**config.mk**
```make
export PLATFORM = sky130hd
export DESIGN_NAME = fadd_pipe
export DESIGN_NICKNAME = d
export VERILOG_FILES = /design/src/rtl/fadd_pipe.sv
export SDC_FILE = /design/constraint.sdc
export NUM_CORES = 1
export LEC_CHECK = 0
export BUFFER_PORTS_ARGS = -buffer_cell sky130_fd_sc_hd__buf_2
export CORE_AREA = 2 2 174 176
export DETAILED_ROUTE_END_ITERATION = 10
export DIE_AREA = 0 0 176 178
export PLACE_DENSITY = 0.78
export SLEW_MARGIN = 30
export SYNTH_ARGS = -nofsm -noshare
export SYNTH_HDL_FRONTEND = slang
export SYNTH_SLANG_ARGS = --single-unit
```
**constraint.sdc**
```tcl
create_clock -name clk -period 9.6 [get_ports clk]
set_input_delay 1.44 -clock clk [delete_from_list [all_inputs] [get_ports clk]]
set_output_delay 1.44 -clock clk [all_outputs]
set_load 0.03 [all_outputs]
```
**src/rtl/fadd_pipe.sv**
```systemverilog
// fadd_pipe: parametrised 3-stage IEEE-754 adder/subtractor with valid/ready
// flow control. Stage 1 classifies and aligns, stage 2 adds, stage 3
// normalises, rounds to nearest-even and drives the output register.
module fadd_pipe #(
    parameter  int unsigned EXP_W = 8,
    parameter  int unsigned MAN_W = 23,
    localparam int unsigned W     = 1 + EXP_W + MAN_W
) (
    input  logic         clk,
    input  logic         rst_n,
    input  logic         in_valid,
    output logic         in_ready,
    input  logic [W-1:0] a,
    input  logic [W-1:0] b,
    input  logic         sub,
    output logic         out_valid,
    input  logic         out_ready,
    output logic [W-1:0] res,
    output logic         ovf,
    output logic         inv
);

    // SW: hidden bit + fraction + guard/round/sticky
    localparam int unsigned SW  = MAN_W + 4;
    localparam int unsigned EW  = EXP_W + 1;
    localparam int unsigned LZW = $clog2(SW + 1);
    localparam int unsigned SHW = (LZW > EW) ? LZW : EW;

    // ---------------- flow control ----------------
    logic r1_valid, r2_valid, r3_valid;
    logic w_ld1, w_ld2, w_ld3;

    assign w_ld3    = !r3_valid || out_ready;
    assign w_ld2    = !r2_valid || w_ld3;
    assign w_ld1    = !r1_valid || w_ld2;
    assign in_ready = w_ld1;

    // ---------------- stage 1: classify / align ----------------
    logic             w_bs;
    logic [EXP_W-1:0] w_ea, w_eb, w_xa, w_xb, w_exp_l, w_exp_s, w_diff;
    logic [MAN_W-1:0] w_fa, w_fb;
    logic [MAN_W:0]   w_sig_a, w_sig_b, w_sig_l, w_sig_s;
    logic             w_a_nan, w_b_nan, w_a_inf, w_b_inf, w_a_zero, w_b_zero;
    logic             w_a_big, w_sign_l;
    logic [SW-1:0]    w_sm_raw, w_sm_shf, w_sm_mask, w_sm_ext;
    logic             w_sm_lost;
    logic             w_spec, w_spec_inv;
    logic [W-1:0]     w_spec_res;

    assign w_bs     = b[W-1] ^ sub;
    assign w_ea     = a[W-2:MAN_W];
    assign w_eb     = b[W-2:MAN_W];
    assign w_fa     = a[MAN_W-1:0];
    assign w_fb     = b[MAN_W-1:0];
    assign w_a_nan  = (&w_ea) && (|w_fa);
    assign w_b_nan  = (&w_eb) && (|w_fb);
    assign w_a_inf  = (&w_ea) && !(|w_fa);
    assign w_b_inf  = (&w_eb) && !(|w_fb);
    assign w_a_zero = !(|w_ea) && !(|w_fa);
    assign w_b_zero = !(|w_eb) && !(|w_fb);

    // subnormals: hidden bit 0, effective exponent 1
    assign w_sig_a  = {|w_ea, w_fa};
    assign w_sig_b  = {|w_eb, w_fb};
    assign w_xa     = (|w_ea) ? w_ea : EXP_W'(1);
    assign w_xb     = (|w_eb) ? w_eb : EXP_W'(1);

    // equal magnitudes keep a as the large operand
    assign w_a_big  = a[W-2:0] >= b[W-2:0];
    assign w_sign_l = w_a_big ? a[W-1]  : w_bs;
    assign w_exp_l  = w_a_big ? w_xa    : w_xb;
    assign w_exp_s  = w_a_big ? w_xb    : w_xa;
    assign w_sig_l  = w_a_big ? w_sig_a : w_sig_b;
    assign w_sig_s  = w_a_big ? w_sig_b : w_sig_a;
    assign w_diff   = w_exp_l - w_exp_s;

    assign w_sm_raw  = {w_sig_s, 3'b000};
    assign w_sm_shf  = w_sm_raw >> w_diff;
    assign w_sm_mask = (SW'(1) << w_diff) - SW'(1);
    assign w_sm_lost = |(w_sm_raw & w_sm_mask);
    assign w_sm_ext  = (32'(w_diff) >= 32'(MAN_W + 3))
                     ? {{(SW-1){1'b0}}, |w_sig_s}
                     : {w_sm_shf[SW-1:1], w_sm_shf[0] | w_sm_lost};

    // special-case result selection in priority order
    always_comb begin
        w_spec     = 1'b0;
        w_spec_inv = 1'b0;
        w_spec_res = '0;
        if (w_b_nan) begin
            w_spec     = 1'b1;
            w_spec_inv = 1'b1;
            w_spec_res = {b[W-1:MAN_W], 1'b1, b[MAN_W-2:0]};
        end else if (w_a_nan) begin
            w_spec     = 1'b1;
            w_spec_inv = 1'b1;
            w_spec_res = {a[W-1:MAN_W], 1'b1, a[MAN_W-2:0]};
        end else if (w_a_inf && w_b_inf && (a[W-1] != w_bs)) begin
            w_spec     = 1'b1;
            w_spec_inv = 1'b1;
            w_spec_res = {1'b1, {EXP_W{1'b1}}, 1'b1, {(MAN_W-1){1'b0}}};
        end else if (w_a_inf) begin
            w_spec     = 1'b1;
            w_spec_res = a;
        end else if (w_b_inf) begin
            w_spec     = 1'b1;
            w_spec_res = {w_bs, b[W-2:0]};
        end else if (w_a_zero && w_b_zero) begin
            w_spec     = 1'b1;
            w_spec_res = {a[W-1] & w_bs, {(W-1){1'b0}}};
        end
    end

    logic             r1_spec, r1_spec_inv, r1_sign, r1_sub;
    logic [W-1:0]     r1_spec_res;
    logic [EXP_W-1:0] r1_exp;
    logic [SW-1:0]    r1_big, r1_small;

    // stage 1 register: capture aligned operands on input transfer
    always_ff @(posedge clk) begin
        if (!rst_n) begin
            r1_valid <= 1'b0;
        end else if (w_ld1) begin
            r1_valid <= in_valid;
            if (in_valid) begin
                r1_spec     <= w_spec;
                r1_spec_inv <= w_spec_inv;
                r1_spec_res <= w_spec_res;
                r1_sign     <= w_sign_l;
                r1_sub      <= a[W-1] ^ w_bs;
                r1_exp      <= w_exp_l;
                r1_big      <= {w_sig_l, 3'b000};
                r1_small    <= w_sm_ext;
            end
        end
    end

    // ---------------- stage 2: add / subtract ----------------
    logic [SW:0] w_sum;

    assign w_sum = r1_sub ? ({1'b0, r1_big} - {1'b0, r1_small})
                          : ({1'b0, r1_big} + {1'b0, r1_small});

    logic             r2_spec, r2_spec_inv, r2_sign;
    logic [W-1:0]     r2_spec_res;
    logic [EXP_W-1:0] r2_exp;
    logic [SW:0]      r2_sum;

    // stage 2 register: exact cancellation yields +0
    always_ff @(posedge clk) begin
        if (!rst_n) begin
            r2_valid <= 1'b0;
        end else if (w_ld2) begin
            r2_valid <= r1_valid;
            if (r1_valid) begin
                r2_spec     <= r1_spec;
                r2_spec_inv <= r1_spec_inv;
                r2_spec_res <= r1_spec_res;
                r2_sign     <= (r1_sub && (w_sum == '0)) ? 1'b0 : r1_sign;
                r2_exp      <= r1_exp;
                r2_sum      <= w_sum;
            end
        end
    end

    // ---------------- stage 3: normalise / round ----------------
    logic [SW-1:0]  w_v, w_norm;
    logic [LZW-1:0] w_lz;
    logic [SHW-1:0] w_lzx, w_emax1, w_sh;
    logic [EW-1:0]  w_ne, w_en, w_ef;
    logic           w_rnd;
    logic [MAN_W+1:0] w_mr;
    logic [MAN_W-1:0] w_frac;
    logic [W-1:0]   w_res3;
    logic           w_ovf3, w_inv3;

    assign w_v = r2_sum[SW-1:0];

    // leading-zero count of the non-carry sum
    always_comb begin
        w_lz = LZW'(SW);
        for (int unsigned i = 0; i < SW; i++) begin
            if (w_v[i]) w_lz = LZW'(SW - 1 - i);
        end
    end

    assign w_lzx   = SHW'(w_lz);
    assign w_emax1 = SHW'(r2_exp) - SHW'(1);
    assign w_sh    = (w_lzx < w_emax1) ? w_lzx : w_emax1;

    // normalise, round to nearest-even, detect overflow, apply specials
    always_comb begin
        w_norm = '0;
        w_ne   = '0;
        w_ef   = '0;
        w_frac = '0;
        w_res3 = '0;
        w_ovf3 = 1'b0;
        w_inv3 = 1'b0;
        if (r2_sum[SW]) begin
            w_norm = {r2_sum[SW:2], r2_sum[1] | r2_sum[0]};
            w_ne   = EW'(r2_exp) + EW'(1);
        end else begin
            w_norm = w_v << w_sh;
            w_ne   = EW'(r2_exp) - EW'(w_sh);
        end
        w_en  = w_norm[SW-1] ? w_ne : '0;
        w_rnd = w_norm[2] && (w_norm[1] || w_norm[0] || w_norm[3]);
        w_mr  = {1'b0, w_norm[SW-1:3]} + (MAN_W+2)'(w_rnd);
        if (w_mr[MAN_W+1]) begin
            w_ef   = w_en + EW'(1);
            w_frac = w_mr[MAN_W:1];
        end else if (w_mr[MAN_W] && (w_en == '0)) begin
            w_ef   = EW'(1);
            w_frac = w_mr[MAN_W-1:0];
        end else begin
            w_ef   = w_en;
            w_frac = w_mr[MAN_W-1:0];
        end
        if (w_ef >= EW'({EXP_W{1'b1}})) begin
            w_ovf3 = 1'b1;
            w_res3 = {r2_sign, {EXP_W{1'b1}}, {MAN_W{1'b0}}};
        end else begin
            w_res3 = {r2_sign, w_ef[EXP_W-1:0], w_frac};
        end
        if (r2_spec) begin
            w_res3 = r2_spec_res;
            w_ovf3 = 1'b0;
            w_inv3 = r2_spec_inv;
        end
    end

    logic [W-1:0] r3_res;
    logic         r3_ovf, r3_inv;

    // output register: holds its result while the consumer stalls
    always_ff @(posedge clk) begin
        if (!rst_n) begin
            r3_valid <= 1'b0;
            r3_res   <= '0;
            r3_ovf   <= 1'b0;
            r3_inv   <= 1'b0;
        end else if (w_ld3) begin
            r3_valid <= r2_valid;
            if (r2_valid) begin
                r3_res <= w_res3;
                r3_ovf <= w_ovf3;
                r3_inv <= w_inv3;
            end
        end
    end

    assign out_valid = r3_valid;
    assign res       = r3_res;
    assign ovf       = r3_ovf;
    assign inv       = r3_inv;

endmodule
```
**After elaboration in Yosys (flattened, before gate mapping)**

Index checks and enable logic that the tools add are counted.

- Add/sub/neg operators: 9
- Magnitude comparators: 4
- Bitwise logic cells: 6
- Equal/unequal tests: 1
- Mux-type cells: 56
- Div/mod/pow operators: 0
- Reduce and logical (&&, ||, !) cells: 40
- Multipliers: 0
- Shifts and indexed selects: 3

Operators by type and width:

| operator | number |
|---|---|
| $mux W32 | 7 |
| $mux W5 | 26 |
| $mux W24 | 2 |
| $reduce_or A23 Y1 | 2 |
| $mux W9 | 5 |
| $mux W8 | 4 |
| $ge A31 B31 Y1 | 1 |
| $mux W31 | 1 |
| $add A27 B27 Y28 | 1 |
| $logic_not A28 Y1 | 1 |
| $mux W28 | 1 |
| $sub A27 B27 Y28 | 1 |
| $and A27 B27 Y27 | 1 |
| $mux W27 | 1 |
| $reduce_or A27 Y1 | 1 |
| $shl A1 B8 Y27 const A | 1 |
| $shl A27 B9 Y27 | 1 |
| $shr A27 B8 Y27 | 1 |
| $sub A27 B2 Y27 const B | 1 |
| $add A24 B1 Y25 | 1 |
| $reduce_or A24 Y1 | 1 |
| $mux W23 | 1 |
| $reduce_and A8 Y1 | 2 |
| $reduce_or A8 Y1 | 2 |
| 22 further kinds | 53 |

- Input port bits: 69
- Logic and storage cells: 141
- Latch bits: 0
- Output and inout bits: 36
- Memories kept: 0
- Register bits: 203
- Memory bits (read-only): 0
- RAM bits: 0

**Depth between registers and ports, before layout**

- Depth in word-level cells: 41
- Mapped depth: 40
- Gate-level depth less buffers: 35

**Worst setup path after synthesis**

OpenSTA, ideal clock, no wires.

- Path kind: input to register
- Start: input port a[0]
- End: register r1_small[0] (data pin)
- Slack: 1.121 ns
- Buffers on the path: 5
- Data arrival time: 8.214 ns
- Data required time: 9.335 ns
- Stages on the path: 39
- Library setup time: 0.265 ns
- Path through: inv_1 ha_1 nand2b_1 a21o_1 a21o_1 a21o_1 a21o_1 a21o_1 a21oi_1 o211ai_1 o2111ai_1 a31oi_1 buf_1 buf_1 clkbuf_1 clkbuf_1 buf_1 nor3_1 (+3 left out) fa_1 a21o_1 a21oi_1 o21bai_1 a21o_1 nor2_1 a31oi_1 o21ai_0 o21ai_1 nor2_1 nand2_1 or3_1 a211oi_1 a21oi_1 a311oi_1 nand4_1 nor3_1 a31oi_1

- Cells in the longest elaborated chain, start to end: 9
- Elaborated cells between the ends (all ways): 14
- Those cells by class: add/sub (2); order compare (2); shift (2); mux (4); bitwise (2); reduce/logical (2)

RTL lines:

| item | line | text |
|---|---|---|
| start, declared | 13 | `input logic [W-1:0] a,` |
| $ge A31 B31 Y1 | 69 | `assign w_a_big = a[W-2:0] >= b[W-2:0];` |
| $mux W8, on equally long branches | 71, 72 |  |
| $sub A8 B8 Y8 | 75 | `assign w_diff = w_exp_l - w_exp_s;` |
| $shl A1 B8 Y27 | 79 | `assign w_sm_mask = (SW'(1) << w_diff) - SW'(1);` |
| $sub A27 B2 Y27 | 79 |  |
| $and A27 B27 Y27 | 80 | `assign w_sm_lost = \|(w_sm_raw & w_sm_mask);` |
| $reduce_or A27 Y1 | 80 |  |
| $or A1 B1 Y1 | 83 | `: {w_sm_shf[SW-1:1], w_sm_shf[0] \| w_sm_lost};` |
| $mux W1 * | 82 | `? {{(SW-1){1'b0}}, \|w_sig_s}` |
| net w_sm_ext[0] | 45 | `logic [SW-1:0] w_sm_raw, w_sm_shf, w_sm_mask, w_sm_ext;` |
| end signal, assigned | 133 | `r1_small <= w_sm_ext;` |
| end, declared | 117 | `logic [SW-1:0] r1_big, r1_small;` |

Mark *: on every way through the listed nets, which the timed path passes. The rest lies on a longest branch.
A chain may end at the register's enable or synchronous reset.

**Worst setup path after layout**

- Start: register r2_sum[10]
- End: register r3_res[20] (netlist: res[20])

- Cells in the longest elaborated chain, start to end: 31
- Elaborated cells between the ends (all ways): 37
- Those cells by class: add/sub (3); order compare (2); shift (1); mux (26); reduce/logical (5)

RTL lines:

| item | line | text |
|---|---|---|
| start, declared | 147 | `logic [SW:0] r2_sum;` |
| start signal, assigned | 161 | `r2_sum <= w_sum;` |
| $mux W5 (17 in series) | 183 | `if (w_v[i]) w_lz = LZW'(SW - 1 - i);` |
| $lt A5 B9 Y1 | 189 | `assign w_sh = (w_lzx < w_emax1) ? w_lzx : w_emax1;` |
| $mux W9 | 189 |  |
| $shl A27 B9 Y27 | 204 | `w_norm = w_v << w_sh;` |
| $mux W27 | 200 | `if (r2_sum[SW]) begin` |
| $logic_or A1 B1 Y1 (2 in series) | 208 | `w_rnd = w_norm[2] && (w_norm[1] \|\| w_norm[0] \|\| w_norm[3]);` |
| $logic_and A1 B1 Y1 | 208 |  |
| $add A24 B1 Y25 | 209 | `w_mr = {1'b0, w_norm[SW-1:3]} + (MAN_W+2)'(w_rnd);` |
| $logic_and A1 B1 Y1 | 213 | `end else if (w_mr[MAN_W] && (w_en == '0)) begin` |
| $mux W9 | 213 |  |
| $mux W9 | 210 | `if (w_mr[MAN_W+1]) begin` |
| $ge A9 B8 Y1 | 220 | `if (w_ef >= EW'({EXP_W{1'b1}})) begin` |
| $mux W31 * | 220 |  |
| $mux W32 * | 226 | `if (r2_spec) begin` |
| end signal, assigned | 246 | `r3_res <= w_res3;` |
| end, declared | 233 | `logic [W-1:0] r3_res;` |

Every way passes the cells marked *; elsewhere a longest branch is shown, timed or not.

==> results.md <==
- Rows: 63
- Initial Util: 59.4%
- Dpl ws: roughly 1200 ps
- Worst slew margin: between 30% and 40%
- Die W: 176 um
- Placed insts: 2451
- Setup CP Type: register to register
- Req. time, crit path: approximately 10000 ps
- Fmax: 0.123 GHz
- CTS max path bufs: 3
- Routed WL: 60.3 mm
- Core Util, Final: 64.3%
- Die area: 31300 um2
- Fill cells: 2466
- Critical path's most frequent cell: a21oi_1
- Crit path time final: 8160 ps
- Hold crit path type: register to register
- Hold_buf cts: 0
- RSZ-0062 raised after global routing: no
- Worst r2r src: r2_sum[10]
- Max-cap violations: 0
- Ant. Diodes: 0
- Routed vias: 17073
- Largest cells by area after synthesis: edfxtp_1, ha_1, mux2i_1
- Crit path max fanout: 19
- Asr flop ratio synth: 0%
- Layout area overhead: 8.24%
- Hold endpoint: r2_exp[1]
- Storage cell area: 5730 um2
- Critical R2R Capture: res[20]
- Largest net degree at the start of global routing: 82
- # H-tree levels: 1
- Critical path's largest stage delay: 670 ps
- Routed wire per std cell: 24.3 um
- CP Capture Type: register
- R2r worst-path depth: 24
- Final Power: 3.03 mW
- Placeable Area: 29400 um2
- Post-cts sizing count: 0
- Area of the multi-input gates: 10800 um2
- Period utilization: a little under nine tenths
- Hold Path Depth: 0
- Crit start category: register
- # setup viols final: 0
- Synth Flop Type: edfxtp_1
- Most common cell after layout, fill and taps aside: nand2_1
- Pleak: around 7.4 nW
- I/O pin count: 105
- Ys Warns: 0
- Mapped Cells: 2038
- Worst skew pair latency: 500 ps
- First-pass GRT wire length: a little over 90 mm
- DRC viols: 0
- Post-synth EDFFs: approximately 170
- Placed Area: ~18000 um2
- Critical Path AT: approximately 8600 ps
- Fin area: between 15000 and 20000 um2
- Final hold vios: 0
- Mean post-synth cell area: 8.57 um2
- TritonRoute pass-1 iters: 7
- Top cell type's share of synthesized area: 28.5%
- Top delay family on crit path: simple AND/OR/NAND/NOR gates
- Ratio of cells with drive above 1 in the final layout: 12.1%
- Peak VDD IR: between 150 and 200 uV
- WP buf/inv: 2
- Initial detailed-routing violation count: 2313
- Power per cell area: 160 nW/um2
- Worst R2R Setup Slack: roughly 1400 ps
- Total gr overflow: 0
- Seq cells post-synth: approximately 200
- Post-DR vias/cell: 6.86
- Die Y: 178 um
- TritonCTS Buffers: 21
- Most frequent cells in the layout: nand2_1, edfxtp_1, nor2_1
- Post-Syn Area: 17500 um2
- CP max-delay cell: nor4b_2
- CTS tree: yes
- Final net count: 2263
- Root Driver: clkbuf_16
- Final std cells w/o fill: 2488
- Post-Synthesis Net Count: 2217
- Worst-path clk slew: ~70 ps
- Status: complete, no violations
- CTS sink count: 203
- Post-CTS setup buffers: 0
- Final worst slack: 1440 ps
- Register area share after synthesis: 32.8%
- Number of I/O port buffers: 104
- Setup_tns: 0 ps
- Post-DP HPWL: 46.4 mm
- Final ANT Viol Nets: 0
- Cell taking the most area after synthesis: edfxtp_1
- Worst Max-Slew Pin Slew: 994 ps
- Initial antenna violation count: 0
- Fin. max-slew vios: 0
- Number of global-route vias before repair: 15794
- Clk_skew: between 15 and 20 ps
- CP cell instances: or4_1 -> o21ai_0 -> nand2_1 -> a21oi_1 -> ha_1 -> and4_1 -> nand2b_1 -> nand3_1 -> o21ai_2 -> nand2_2 -> inv_2 -> a22oi_1 -> a21o_1 -> mux2_2 -> mux2i_1 -> a32oi_1 -> nor4b_2 -> nand4_1 -> xnor2_1 -> a2111oi_2 -> nand4_2 -> buf_4 -> o211ai_1 -> a21oi_1
- Final GP Congestion: 1.06
- WHS: 409 ps
- Yosys cell types: 110
- Total GRT Usage: between 30% and 40%
- Worst hold start: r1_exp[1]
[per-layer routing]
metal / share of wire, % / GRT usage, %
met1: 39 / 50.9
met2: 45 / 62.3
met3: 9.9 / 5.84
met4: 6.1 / 18.7
met5: 0 / 0
[sequential cells by signal, indices dropped and copies added (netlist names), 8 cells and up]
signal,flops
r1_exp,8
r1_big,24
r2_exp,8
r1_small,27
r2_spec_res,32
res,32
r1_spec_res,32
r2_sum,28
[synth_stat cells, drive strengths merged, types with 16 or more instances]
cell type  count
a211oi        36
a21o          34
a21oi        151
a22oi         17
a31oi         34
and3          18
buf           50
clkbuf        62
dfxtp         37
edfxtp       166
ha           107
inv          119
mux2i         80
nand2        210
nand3         95
nand4         22
nor2         157
nor3          50
nor4          30
o211ai        28
o21ai        157
o21bai        16
o22ai         21
or3           18
xnor2         44
xor2          21
[logic make-up after synthesis]
| kind of cell | share of synthesized area, % |
|---|---|
| AND/OR/NAND/NOR | 19.3 |
| AO/OA/AOI/OAI | 24.7 |
| buffers and inverters | 5.81 |
| flip-flops | 32.8 |
| adder cells (fa/ha/maj) | 8.07 |
| multiplexers | 6.07 |
| XOR/XNOR | 3.26 |
[how the worst max path moves through the flow]
stage | depth (start not counted) | slack [ps] | startpoint | to
finish | 24 | 1440 | r2_sum[10] | res[20]
floorplan | 39 | 1120 | a[0] | r1_small[0]
global placement | 36 | 1430 | b[16] | r1_small[0]
detailed placement | 36 | 1210 | a[0] | r1_small[0]
CTS | 32 | 1620 | r2_sum[10] | res[24]
global route | 33 | 920 | b[16] | r1_small[0]
[cell type report]
| class | count | area share [%] |
|---|---|---|
| multi-input combinational | 1603 | 57.1 |
| sequential | 203 | 30.3 |
| timing repair buffer | 135 | 3.99 |
| clock buffer | 23 | 2.87 |
| tap | 390 | 2.58 |
| inverter | 120 | 2.38 |
| clock inverter | 14 | 0.808 |
[report_power, final]
group	internal [mW]	total [mW]	switching [mW]
Combinational	0.395	1.15	0.755
Sequential	1.02	1.06	0.0418
Clock	0.490	0.817	0.327
[worst reg2reg max path, stage by stage (launching register included)]
cell and delay, ps:
edfxtp_1 590, or4_1 630, o21ai_0 190, nand2_1 70, a21oi_1 330, ha_1 210, and4_1 300, nand2b_1 160
nand3_1 250, o21ai_2 400, nand2_2 410, inv_2 400, a22oi_1 200, a21o_1 290, mux2_2 310, mux2i_1 470
a32oi_1 270, nor4b_2 670, nand4_1 340, xnor2_1 260, a2111oi_2 460, nand4_2 330, buf_4 310, o211ai_1 120
a21oi_1 90
(Power assumes the default switching activity.)
